--- src/rtl/flash_bist_if.sv ---
// flash_bist_if: request/acknowledge flash access bus between the BIST engine and the flash controller
interface flash_bist_if #(
  parameter int ADDR_W = 20,
  parameter int DATA_W = 8
);
  logic              mem_req;
  logic [1:0]        mem_cmd;
  logic [ADDR_W-1:0] mem_addr;
  logic [DATA_W-1:0] mem_wdata;
  logic              mem_ack;
  logic [DATA_W-1:0] mem_rdata;
  modport master (output mem_req, mem_cmd, mem_addr, mem_wdata, input mem_ack, mem_rdata);
  modport slave  (input mem_req, mem_cmd, mem_addr, mem_wdata, output mem_ack, mem_rdata);
endinterface

--- src/rtl/flash_bist.sv ---
// flash_bist: erase / program-pattern / read-compare self test over a flash word range with ack watchdog
module flash_bist #(
  parameter int ADDR_W     = 20,
  parameter int DATA_W     = 8,
  parameter int START_ADDR = 0,
  parameter int NUM_WORDS  = 256,
  parameter int TIMEOUT    = 65535
) (
  input  logic              sys_clk,
  input  logic              sys_rst,
  input  logic              start,
  input  logic [1:0]        mode,
  flash_bist_if.master      mem,
  output logic              busy,
  output logic              done,
  output logic              pass,
  output logic              timeout,
  output logic [15:0]       err_cnt,
  output logic [ADDR_W-1:0] fail_addr
);
  localparam int OFF_W = $clog2(NUM_WORDS + 1);
  localparam int WD_W  = TIMEOUT > 1 ? $clog2(TIMEOUT) : 1;
  localparam logic [OFF_W-1:0]  LAST = OFF_W'(NUM_WORDS - 1);
  localparam logic [ADDR_W-1:0] BASE = ADDR_W'(START_ADDR);
  localparam logic [DATA_W-1:0] P55  = DATA_W'(32'h5555_5555);
  typedef enum logic [2:0] {IDLE, ERASE, PROG, READ, DONE} state_t;
  state_t            state;
  logic              req;
  logic [1:0]        cmd;
  logic [ADDR_W-1:0] addr;
  logic [DATA_W-1:0] wdata;
  logic [OFF_W-1:0]  off;
  logic [WD_W-1:0]   wd;
  logic [1:0]        mode_q;
  logic [DATA_W-1:0] cur_pat;
  logic              mis, last, ack;
  function automatic logic [DATA_W-1:0] pattern(input logic [1:0] m, input logic [OFF_W-1:0] o);
    logic [DATA_W-1:0] v;
    v = DATA_W'(o);
    return m == 2'd0 ? v : m == 2'd1 ? (o[0] ? ~P55 : P55) : m == 2'd2 ? ~v : '1;
  endfunction
  assign cur_pat       = pattern(mode_q, off);
  assign mis           = mem.mem_rdata != cur_pat;
  assign last          = off == LAST;
  assign ack           = req && mem.mem_ack;
  assign mem.mem_req   = req;
  assign mem.mem_cmd   = cmd;
  assign mem.mem_addr  = addr;
  assign mem.mem_wdata = wdata;
  always_ff @(posedge sys_clk) begin
    if (sys_rst) begin
      state     <= IDLE;
      req       <= 1'b0;
      cmd       <= 2'b00;
      addr      <= '0;
      wdata     <= '0;
      busy      <= 1'b0;
      done      <= 1'b0;
      pass      <= 1'b0;
      timeout   <= 1'b0;
      err_cnt   <= '0;
      fail_addr <= '0;
      wd        <= '0;
      off       <= '0;
      mode_q    <= '0;
    end else begin
      case (state)
        IDLE, DONE: if (start) begin
          mode_q    <= mode;
          done      <= 1'b0;
          pass      <= 1'b0;
          timeout   <= 1'b0;
          err_cnt   <= '0;
          fail_addr <= '0;
          busy      <= 1'b1;
          off       <= '0;
          state     <= ERASE;
        end
        default: if (!req) begin
          // a launch only happens from a low request, so every request is preceded by an idle cycle
          req   <= 1'b1;
          wd    <= '0;
          cmd   <= state == ERASE ? 2'b01 : state == PROG ? 2'b10 : 2'b11;
          addr  <= state == ERASE ? BASE : BASE + ADDR_W'(off);
          wdata <= state == PROG ? cur_pat : '0;
        end else if (ack) begin
          req <= 1'b0;
          off <= (last || state == ERASE) ? '0 : off + OFF_W'(1);
          if (state == READ && mis) begin
            err_cnt <= &err_cnt ? err_cnt : err_cnt + 16'd1;
            if (err_cnt == '0) fail_addr <= addr;
          end
          if (state == ERASE) state <= PROG;
          else if (last) state <= state == PROG ? READ : DONE;
          if (state == READ && last) begin
            cmd  <= 2'b00;
            busy <= 1'b0;
            done <= 1'b1;
            pass <= err_cnt == '0 && !mis;
          end
        end else if (wd == WD_W'(TIMEOUT - 1)) begin
          req     <= 1'b0;
          cmd     <= 2'b00;
          timeout <= 1'b1;
          busy    <= 1'b0;
          done    <= 1'b1;
          pass    <= 1'b0;
          state   <= DONE;
        end else begin
          wd <= wd + WD_W'(1);
        end
      endcase
    end
  end
endmodule

--- src/flat_wrapper.sv ---
// flat-port wrapper written by rule: the top's interface ports become plain ports
module flash_bist_flat 
#(
  parameter int ADDR_W     = 20,
  parameter int DATA_W     = 8,
  parameter int START_ADDR = 0,
  parameter int NUM_WORDS  = 256,
  parameter int TIMEOUT    = 65535
)
  (sys_clk, sys_rst, start, mode, busy, done, pass, timeout, err_cnt, fail_addr, mem_mem_req, mem_mem_cmd, mem_mem_addr, mem_mem_wdata, mem_mem_ack, mem_mem_rdata);
  flash_bist_if #(.ADDR_W(ADDR_W), .DATA_W(DATA_W)) mem_i ();
  input  logic sys_clk;
  input  logic sys_rst;
  input  logic start;
  input  logic [1:0] mode;
  output logic busy;
  output logic done;
  output logic pass;
  output logic timeout;
  output logic [15:0] err_cnt;
  output logic [ADDR_W-1:0] fail_addr;
  output wire logic [$bits(mem_i.mem_req)-1:0] mem_mem_req;
  output wire logic [$bits(mem_i.mem_cmd)-1:0] mem_mem_cmd;
  output wire logic [$bits(mem_i.mem_addr)-1:0] mem_mem_addr;
  output wire logic [$bits(mem_i.mem_wdata)-1:0] mem_mem_wdata;
  input wire logic [$bits(mem_i.mem_ack)-1:0] mem_mem_ack;
  input wire logic [$bits(mem_i.mem_rdata)-1:0] mem_mem_rdata;
  assign mem_mem_req = mem_i.mem_req;
  assign mem_mem_cmd = mem_i.mem_cmd;
  assign mem_mem_addr = mem_i.mem_addr;
  assign mem_mem_wdata = mem_i.mem_wdata;
  assign mem_i.mem_ack = mem_mem_ack;
  assign mem_i.mem_rdata = mem_mem_rdata;
  flash_bist #(.ADDR_W(ADDR_W), .DATA_W(DATA_W), .START_ADDR(START_ADDR), .NUM_WORDS(NUM_WORDS), .TIMEOUT(TIMEOUT)) u_core (.sys_clk(sys_clk), .sys_rst(sys_rst), .start(start), .mode(mode), .mem(mem_i), .busy(busy), .done(done), .pass(pass), .timeout(timeout), .err_cnt(err_cnt), .fail_addr(fail_addr));
endmodule
--- config.mk ---
export PLATFORM = sky130hd
export DESIGN_NAME = flash_bist_flat
export DESIGN_NICKNAME = d
export VERILOG_FILES = /design/src/rtl/flash_bist_if.sv /design/src/rtl/flash_bist.sv /design/src/flat_wrapper.sv
export SDC_FILE = /design/constraint.sdc
export NUM_CORES = 1
export LEC_CHECK = 0
export ABC_AREA = 1
export CAP_MARGIN = 20
export CELL_PAD_IN_SITES_DETAIL_PLACEMENT = 0
export CELL_PAD_IN_SITES_GLOBAL_PLACEMENT = 2
export CORE_MARGIN = 2
export CORE_UTILIZATION = 27
export DETAILED_ROUTE_END_ITERATION = 7
export PLACE_DENSITY_LB_ADDON = 0.1
export SLEW_MARGIN = 40
export SYNTH_ARGS = -nofsm -noshare
export SYNTH_HDL_FRONTEND = slang
export SYNTH_SLANG_ARGS = --single-unit
export TNS_END_PERCENT = 10
--- constraint.sdc ---
create_clock -name sys_clk -period 3.55 [get_ports sys_clk]
set_clock_uncertainty 0.2 [all_clocks]
set_input_delay 0.71 -clock sys_clk [delete_from_list [all_inputs] [get_ports sys_clk]]
set_output_delay 0.71 -clock sys_clk [all_outputs]
set_load 0.05 [all_outputs]
; ---- Yosys cells after proc, flatten, opt, wreduce, memory -nomap -nowiden
; Cells that the tools add are included.
[op_classes]
n_addsub = 3
n_mul = 0
div = 0
order_cmp = 0
eq_ne = 18
n_shift = 0
muxes = 62
bitwise = 3
n_reduce_logical = 27
[ops]
columns = operator, n
row1 = $mux 16, 9
row2 = $mux 20, 6
row3 = $mux 9, 6
row4 = $mux 8, 5
row5 = $add 16x1->16 const B, 2
row6 = $mux 3, 8
row7 = $mux 1, 23
row8 = $eq 16x16->1 const B, 1
row9 = $logic_not 16->1, 1
row10 = $reduce_and 16->1, 1
row11 = $reduce_and 4->1, 3
row12 = $mux 2, 5
row13 = $ne 2x2->1 const B, 5
row14 = $reduce_and 5->1, 2
row15 = $reduce_bool 2->1, 5
row16 = $add 9x1->9 const B, 1
row17 = $eq 9x8->1 const B, 1
row18 = $ne 3x3->1 const B, 3
row19 = $reduce_and 3->1, 3
row20 = $ne 8x8->1, 1
row21 = $not 8->8, 1
row22 = $eq 3x2->1 const B, 2
row23 = $logic_and 1x1->1, 4
row24 = $ne 4x3->1 const B, 1
row25 = other kinds (12), 14
[totals]
regBits = 101
latch_bits = 0
ramBits = 0
romBits = 0
wordCells = 127
mem_count = 0

; ---- Longest topological paths before layout
; Gate-level depths: netlist (run 1).
[logic_depth]
word_depth = 11
mapped_depth = 16

; ---- Worst setup path after synthesis (run 1)
; OpenSTA, ideal clock, no wires.
[synth_path]
path_type = reg-to-reg
from = register u_core.err_cnt[0]
to = register u_core.err_cnt[10]
setup_ns = 0.142
arrival_time_ns = 2.135
required_ns = 3.208
setup_slack_ns = 1.073
path_stages_with_launch = 10
path_buffers = 1
synth_period_minus_slack_ns = 2.477
cell_sequence = dfxtp_1 ha_1 nand2_1 nor3_1 nand2_1 nor2_1 nand2_1 clkbuf_1 nand4_1 a21oi_2
[synth_via]
elab_chain_len = 6
elab_cells_between_ends = 9
cone_classes = add/sub: 1 / eq/ne: 1 / mux: 5 / reduce/logical: 2
[synth_rtl]
columns = element, line
row1 = "start, declared", flash_bist.sv:18  ; output logic [15:0] err_cnt,
row2 = "start signal, assigned", flash_bist.sv:90  ; err_cnt <= &err_cnt ? err_cnt : err_cnt + 16'd1;
row3 = $add 16x1->16, flash_bist.sv:90
row4 = $mux 16, flash_bist.sv:90
row5 = $mux 16, flash_bist.sv:89  ; if (state == READ && mis) begin
row6 = $mux 16, flash_bist.sv:86  ; end else if (ack) begin
row7 = $mux 16, flash_bist.sv:79  ; default: if (!req) begin
row8 = $mux 16, flash_bist.sv:67  ; case (state)
; Several ways; a longest one is shown, not always the timed one. The select of a mux whose other input is x is not followed.
; A chain may end at the register's enable or synchronous reset.

; ---- Final worst setup path (run 1)
[layout_path]
from = register u_core.off[0]
to = register u_core.state[0]
[layout_via]
elab_chain_len = 3
[layout_rtl]
columns = element, line
row1 = "start, declared", flash_bist.sv:32  ; logic [OFF_W-1:0] off;
row2 = "start signal, assigned", flash_bist.sv:88  ; off <= (last || state == ERASE) ? '0 : off + OFF_W'(1);
row3 = $eq 9x8->1, flash_bist.sv:44  ; assign last = off == LAST;
row4 = $ne 4x3->1 (no line), -
row5 = $reduce_and 4->1 (no line), -
row6 = "end signal, assigned", flash_bist.sv:94  ; else if (last) state <= state == PROG ? READ : DONE;
row7 = "end, declared", flash_bist.sv:27  ; state_t state;
; No other way between the ends.

==> results by group, run 1 <==
GRT
  • First-pass GRT wire length: 21000 um
  • Largest net degree at the start of global routing: 38
  • Number of global-route vias before repair: 3965
  • GRT Total Usage: 0.147
  • Initial antenna violation count: 0
  • Total grt overflow: 0

Synthesis
  • Post-Synth XOR/XNOR Area: 0.0357
  • Yosys cell types: 40
  • Top cells by area, synth: dfxtp_1 36%, nand2_1 11%, nor2_1 6.3%
  • Post-Synth Adder-Cell Area: 0.0170
  • Post-synthesis mux area share: 0
  • Largest family of logic cells by synthesized area: simple AND/OR/NAND/NOR gates
  • Seq/Total Area, Yosys: 0.358
  • Syn Area/Cell: 6.97 um2
  • Synthesized instance count: 634
  • Synthesized cell area: 4420 um2
  • Yosys top cell by area: dfxtp_1
  • Synth Area in Simple Gates: 0.347
  • Area share of the largest cell type after synthesis: 0.358
  • Compound-gate portion of the synthesized area: 0.128
  • Synth Register Bits: 79
  • Synth warn: 0

Outcome
  • Outcome: complete, no violations

CTS
  • Skew-Pair Late Insertion Delay: 0.34 ns
  • Clock Pin Slew Worst Setup and Hold Paths: 0.06 ns
  • Cts hold-fix bufs: 0
  • Resized Gates After CTS: 0
  • Num CTS Buffers: 9
  • TritonCTS clock tree: yes
  • H-tree depth reported by CTS: 3
  • CTS max path bufs: 2
  • Clk Tree Root Cell: clkbuf_16
  • Post-CTS Setup Bufs: 0
  • Clk sinks: 79

Worst hold path
  • Hold crit path type: reg2reg

Timing
  • Setup TNS: 0 ns
  • RSZ-0062 raised after global routing: false
  • Final setup fails: 0
  • Final Max Tran Viols: 0
  • Tcrit/Tclk final: 0.756
  • Tmin final: 2.68 ns
  • Hold Vio Cnt, Final: 0
  • Rel. slew slack: 0.582
  • Slew @ Worst Pin: 0.625 ns
  • Max Clk Rate: 373 MHz

Power
  • Tot Pwr: 3.62 mW
  • Static leakage: 1.99 nW
  • Power Dens Cells: 656 nW/um2
  • IR drop worst, VDD: 0.278 mV

Floorplan
  • Die H: 132 um
  • IO Pins: 85
  • Rows: 46
  • Die width: 132 um
  • Core area: 15900 um2
  • Die ar.: 17400 um2
  • Starting Density: 0.277

Place
  • Hpwl dp: 9300 um
  • Cell total after placement: 900
  • Port bufs: 62
  • Gpl congestion: 0.787

Drt
  • Remaining DRCs: 0
  • DR vias/cell: 4.52
  • DR pass1 iterations: 4
  • Vias: 4138
  • DR WL/cell: 13.7 um
  • DRT antenna net count: 0
  • Drt initial violations: 171
  • Routed WL: 12500 um

Final layout
  • Final #Nets: 715
  • Most frequent cells in the layout: 134 x nand2_1, 79 x dfxtp_1, 74 x nor2_1
  • Commonest non-fill, non-tap cell in the layout: nand2_1
  • Inserted Diodes: 0
  • Fin cells: 915
  • Share of cells above drive strength 1: 0.0930
  • P&R area growth vs syn: 24.8%

Critical path
  • Kind of critical path: reg2reg
  • Crit path launch type: register
  • Crit path top cell by count: nor3_1
  • Crit path cell chain: ha_1 > inv_1 > nor3_1 > nand2_1 > nor2_1 > nand2_1 > nor2_1 > ha_1 > nor3_1 > nor3_1 > o21ai_0 > a21oi_1
  • Slowest cell on the critical path: dfxtp_1
  • Peak per-stage delay on the critical path: 0.49 ns
  • Worst EP required: 3.62 ns
  • CP endpoint kind: register
  • Crit Path Max Fanout: 7
  • Worst EP arrival: 2.76 ns

Run
  • Max_cap viols: 0
## flip-flops by register name, indices dropped and copies added, names as in the netlist
signal and cells:
u_core.err_cnt 16, u_core.wd 16, u_core.fail_addr 9, u_core.mem.mem_addr 9, u_core.off 9, u_core.mem.mem_wdata 8
u_core.state 3, u_core.mem.mem_cmd 2, u_core.mode_q 2, u_core.busy 1, u_core.done 1, u_core.mem.mem_req 1
u_core.pass 1, u_core.timeout 1
## where the power goes
group / internal, mW / leakage, nW / total [mW] / switching [mW]
Combinational: 0.397 / 1.19 / 1.46 / 1.06
Sequential: 0.992 / 0.641 / 1.10 / 0.105
Clock: 0.686 / 0.163 / 1.06 / 0.376
Total: 2.08 / 1.99 / 3.62 / 1.54
## worst max-delay path: cells and delay by family, from the launching register on
family / cells / cell delay (ns)
and+or+nand+nor: 7 / 1.18
DFF: 1 / 0.49
adders and majority gates: 2 / 0.39
AOI/OAI and AO/OA: 2 / 0.28
buffers and inverters: 1 / 0.06
## per-stage QoR
stage          cell area (um2)  setup WS (ns)  hold slack (ns)  utilization
2_1_floorplan             4500           1.07            0.243            -
3_3_place_gp              5180          0.585            0.242        0.325
3_5_place_dp              5180          0.557            0.250        0.325
4_1_cts                   5520          0.828            0.267        0.346
5_1_grt                   5520          0.430            0.279        0.346
6_report                  5520          0.867            0.257        0.346
## synth_stat cells (all sizes together)
cell type / n
a32o: 6
inv: 64
nor2: 87
o22ai: 2
nand3: 36
nor3: 26
a221oi: 1
xnor2: 1
a21oi: 45
ha: 6
buf: 28
nor3b: 2
o32ai: 1
a31oi: 2
xor2: 17
nor4: 1
or2: 1
nand4: 34
conb: 1
nand2: 147
a211oi: 1
clkbuf: 12
o21ai: 28
dfxtp: 79
o31ai: 1
a22o: 3
and3: 1
a31o: 1
## metal layers
layer / wire [um] / GRT usage / up-vias
met5: 0 / 0 / -
met4: 114 / 0.0344 / 0
met3: 453 / 0.0346 / 7
met2: 5470 / 0.226 / 82
met1: 6470 / 0.209 / 1859
li1: - / - / 2190
## logic make-up after synthesis
kind of cell,after synthesis
other cells,1
buf+inv,104
xor+xnor,18
simple gates,335
fa+ha+maj,6
compound gates,91
flops,79
## cell type report
cell class | instances | area [um2]
clock buffers | 10 | 229
well taps | 216 | 270
multi-input cells | 472 | 2410
clock inverters | 5 | 108
fillers | 1746 | 10400
flip-flops and latches | 79 | 1580
inverters | 64 | 240
repair buffers | 69 | 673
## path summary, 6_finish.rpt
| path | startpoint | endpoint | slack (ns) | cells after the start |
|---|---|---|---|---|
| worst max-delay path | u_core.off[0] | u_core.state[0] | 0.87 | 12 |
| worst min-delay path | u_core.mem.mem_wdata[4] | u_core.mem.mem_wdata[4] | 0.26 | 2 |
| worst min register to register | u_core.mem.mem_wdata[4] | u_core.mem.mem_wdata[4] | 0.26 | 2 |
| worst max register to register | u_core.off[0] | u_core.state[0] | 0.87 | 12 |
(Power assumes the default switching activity.)
==> run 2: changes to the inputs <==
--- a/config.mk
+++ b/config.mk
@@ -10,7 +10,7 @@
 export CELL_PAD_IN_SITES_DETAIL_PLACEMENT = 0
 export CELL_PAD_IN_SITES_GLOBAL_PLACEMENT = 2
 export CORE_MARGIN = 2
-export CORE_UTILIZATION = 27
+export CORE_UTILIZATION = 26
 export DETAILED_ROUTE_END_ITERATION = 7
 export PLACE_DENSITY_LB_ADDON = 0.1
 export SLEW_MARGIN = 40
==> constraint.sdc (replaced) <==
create_clock -name sys_clk -period 2.2 [get_ports sys_clk]
set_clock_uncertainty 0.2 [all_clocks]
set_input_delay 0.44 -clock sys_clk [delete_from_list [all_inputs] [get_ports sys_clk]]
set_output_delay 0.44 -clock sys_clk [all_outputs]
set_load 0.05 [all_outputs]
==> run 2 against run 1 <==
- die area increased by 3.7%
- clock power increased by 41%
- via count increased by 7.1%
- critical path depth decreased by 11
- utilization increased by 1.3 points
- clock-buffer cell count decreased by 1
- register-to-register slack got worse by 0.81 ns
==> results by group, run 2 (synthesis gave the netlist of run 1 again) <==
Place
  • Gpl congestion: 0.775 (-1.5%)
  • Placed Area: 5570 um2 (+7.6%)
  • Hpwl dp: 10200 um (+9.9%)
  • Setup WS pre-CTS: -0.185 ns (-0.742 ns)
  • Cell total after placement: 961 (+6.8%)
  • Port bufs: 62 (unchanged)

Critical path
  • CP endpoint kind: output port
  • Slowest cell on the critical path: clkdlybuf4s50_1
  • CP bufs+invs: 1 (unchanged)
  • Worst EP arrival: 1.54 ns (-1.22 ns)
  • Peak per-stage delay on the critical path: 0.82 ns (+0.33 ns)
  • Crit. path cell count: 1 (-11)
  • Crit Path Max Fanout: 5 (-2)
  • R2R Path End: u_core.mem.mem_cmd[0]
  • Worst setup startpoint: u_core.err_cnt[1]
  • Worst EP required: 1.56 ns (-2.06 ns)
  • Setup slack, reg-to-reg: 0.06 ns (-0.81 ns)
  • CP endpoint: err_cnt[1]
  • R2R depth: 14 (+2)
  • Cell family with most CP delay: buffers and inverters
  • Kind of critical path: reg2out
  • Crit path cell chain: clkdlybuf4s50_1
  • Crit path launch type: register
  • Critical R2R Launch: u_core.off[0]

CTS
  • Clk Tree Root Cell: clkbuf_16
  • Cts hold-fix bufs: 0 (unchanged)
  • Clock Pin Slew Worst Setup and Hold Paths: 0.07 ns (about the same)
  • CTS max path bufs: 2 (unchanged)
  • H-tree depth reported by CTS: 3 (unchanged)
  • Num CTS Buffers: 9 (unchanged)
  • Skew-Pair Late Insertion Delay: 0.35 ns (about the same)
  • Clk sinks: 79 (unchanged)
  • TritonCTS clock tree: yes

Worst hold path
  • Hold crit path type: reg2reg

Power
  • Clock share of power: 0.245 (-0.048)
  • Power Dens Cells: 1020 nW/um2 (+55%)
  • Tot Pwr: 6.07 mW (+68%)
  • Sw frac: 0.451 (+0.0238)
  • Static leakage: 2.43 nW (+22%)
  • IR drop worst, VDD: 0.450 mV (+62%)
  • Combinational group share of total power: 0.464 (+0.061)
  • Reg power frac: 0.291 (-0.012)
  • Psw: 2.73 mW (+77%)
  • Pint: 3.33 mW (+61%)

Final layout
  • P&R area growth vs syn: 34.8%
  • Finished Cell Area: 5960 um2 (+8.0%)
  • Largest regs: u_core.err_cnt: 16 flops, u_core.wd: 16 flops
  • Final #Nets: 773 (+8.1%)
  • Util after Layout: 0.359 (+0.0132)
  • Fin cells: 978 (+6.9%)
  • Inserted Diodes: 0 (unchanged)
  • Share of cells above drive strength 1: 0.230 (+0.137)
  • Most frequent cells in the layout: 134 x nand2_1, 92 x buf_4, 71 x nor2_1
  • Commonest non-fill, non-tap cell in the layout: nand2_1

GRT
  • First-pass GRT wire length: 21800 um (+4.0%)
  • GRT Total Usage: 0.152 (+0.00436)
  • Number of global-route vias before repair: 4143 (+4.5%)
  • Initial antenna violation count: 0 (unchanged)
  • Total grt overflow: 0 (unchanged)
  • Largest net degree at the start of global routing: 25 (-34%)

Run
  • Max_cap viols: 0 (unchanged)

Drt
  • DR WL/cell: 13.8 um (+1.0%)
  • Remaining DRCs: 0 (unchanged)
  • Drt initial violations: 254 (+49%)
  • DR vias/cell: 4.53 (+0.23%)
  • WL met3: 466 um (+2.9%)
  • Met2 WL: 5790 um (+5.9%)
  • Routed WL: 13500 um (+8.0%)
  • Vias: 4433 (+7.1%)
  • Top Layer Used: met4
  • DR pass1 iterations: 4 (unchanged)
  • Metal-1 WL: 7070 um (+9.3%)
  • DRT antenna net count: 0 (unchanged)

Outcome
  • Outcome: complete, no violations

Floorplan
  • Die width: 134 um (+1.8%)
  • IO Pins: 85 (unchanged)
  • Core area: 16600 um2 (+4.0%)
  • Starting Density: 0.266 (-0.0107)
  • Rows: 47 (+2.2%)
  • Die ar.: 18100 um2 (+3.7%)
  • Die H: 134 um (+1.8%)

Timing
  • Slew @ Worst Pin: 0.528 ns (-0.0971 ns)
  • Max Clk Rate: 459 MHz
  • Hold Vio Cnt, Final: 0 (unchanged)
  • Tmin final: 2.18 ns
  • RSZ-0062 raised after global routing: true
  • Tcrit/Tclk final: 0.991
  • PnR worst setup slack: 0.0203 ns (-0.846 ns)
  • Setup TNS: 0 ns (unchanged)
  • Final Max Tran Viols: 0 (unchanged)
  • Rel. slew slack: 0.647 (+0.0647)
  • Hold slack: 0.266 ns (+0.00833 ns)
  • Final setup fails: 0 (unchanged)
run 2: cell types whose count changed in the layout (fill, tap and decap cells not counted), moves of 3 or more:
cell,change
buf_4,+85
bufinv_16,-3
clkdlybuf4s50_1,-36
dfxtp_1,-10
dfxtp_2,+9
dlymetal6s2s_1,+5
inv_6,+3
nand3_4,+3
nor2_1,-3
nor2_4,+3
nor3_1,-3
run 2: worst min path at each step:
| stage | startpoint | to | cells after the start |
|---|---|---|---|
| floorplan | u_core.wd[2] | u_core.wd[2] | 1 |
| global placement | u_core.mem.mem_wdata[6] | u_core.mem.mem_wdata[6] | 2 |
| detailed placement | u_core.mem.mem_wdata[6] | u_core.mem.mem_wdata[6] | 2 |
| CTS | u_core.mem.mem_wdata[6] | u_core.mem.mem_wdata[6] | 2 |
| global route | u_core.mem.mem_wdata[6] | u_core.mem.mem_wdata[6] | 2 |
| finish | u_core.mem.mem_wdata[4] | u_core.mem.mem_wdata[4] | 2 |
run 2: layout make-up:
| cell class | count | area [um2] |
|---|---|---|
| Clock buffer | 9 | 225 |
| Inverter | 64 | 240 |
| Clock inverter | 7 | 61.3 |
| Timing Repair Buffer | 126 | 1050 |
| Fill cell | 1812 | 10600 |
| Tap cell | 220 | 275 |
| Sequential cell | 79 | 1600 |
| Multi-Input combinational cell | 473 | 2510 |
run 2: power groups by stage:
stage / registers (mW) / logic [mW] / clock network, mW
finish: 1.76 / 2.82 / 1.49
global route: 1.79 / 3.09 / 1.59
CTS: 1.77 / 2.81 / 1.54
detailed placement: 1.80 / 2.73 / 0
global placement: 1.79 / 2.73 / 0
floorplan: 2.20 / 1.35 / 0
run 2: timing repair:
item / in CTS / in global routing
pin swaps: 1 / 2
endpoints found under the setup margin: 24 / 58
buffers inserted: 0 / 0
gates cloned: 1 / 0
resized for setup: 8 / 20
run 2: layer usage:
| layer | track usage | vias up |
|---|---|---|
| met5 | 0 | - |
| met4 | 0.0526 | 0 |
| met3 | 0.0231 | 13 |
| met2 | 0.230 | 78 |
| met1 | 0.219 | 2035 |
| li1 | - | 2307 |
==> run 3: changes to the inputs <==
--- a/config.mk
+++ b/config.mk
@@ -13,7 +13,7 @@
 export CORE_UTILIZATION = 26
 export DETAILED_ROUTE_END_ITERATION = 7
 export PLACE_DENSITY_LB_ADDON = 0.1
-export SLEW_MARGIN = 40
+export SLEW_MARGIN = 10
 export SYNTH_ARGS = -nofsm -noshare
 export SYNTH_HDL_FRONTEND = slang
 export SYNTH_SLANG_ARGS = --single-unit
==> results of run 3 <==
Final layout, timing and power as in run 2 (identical DEF).
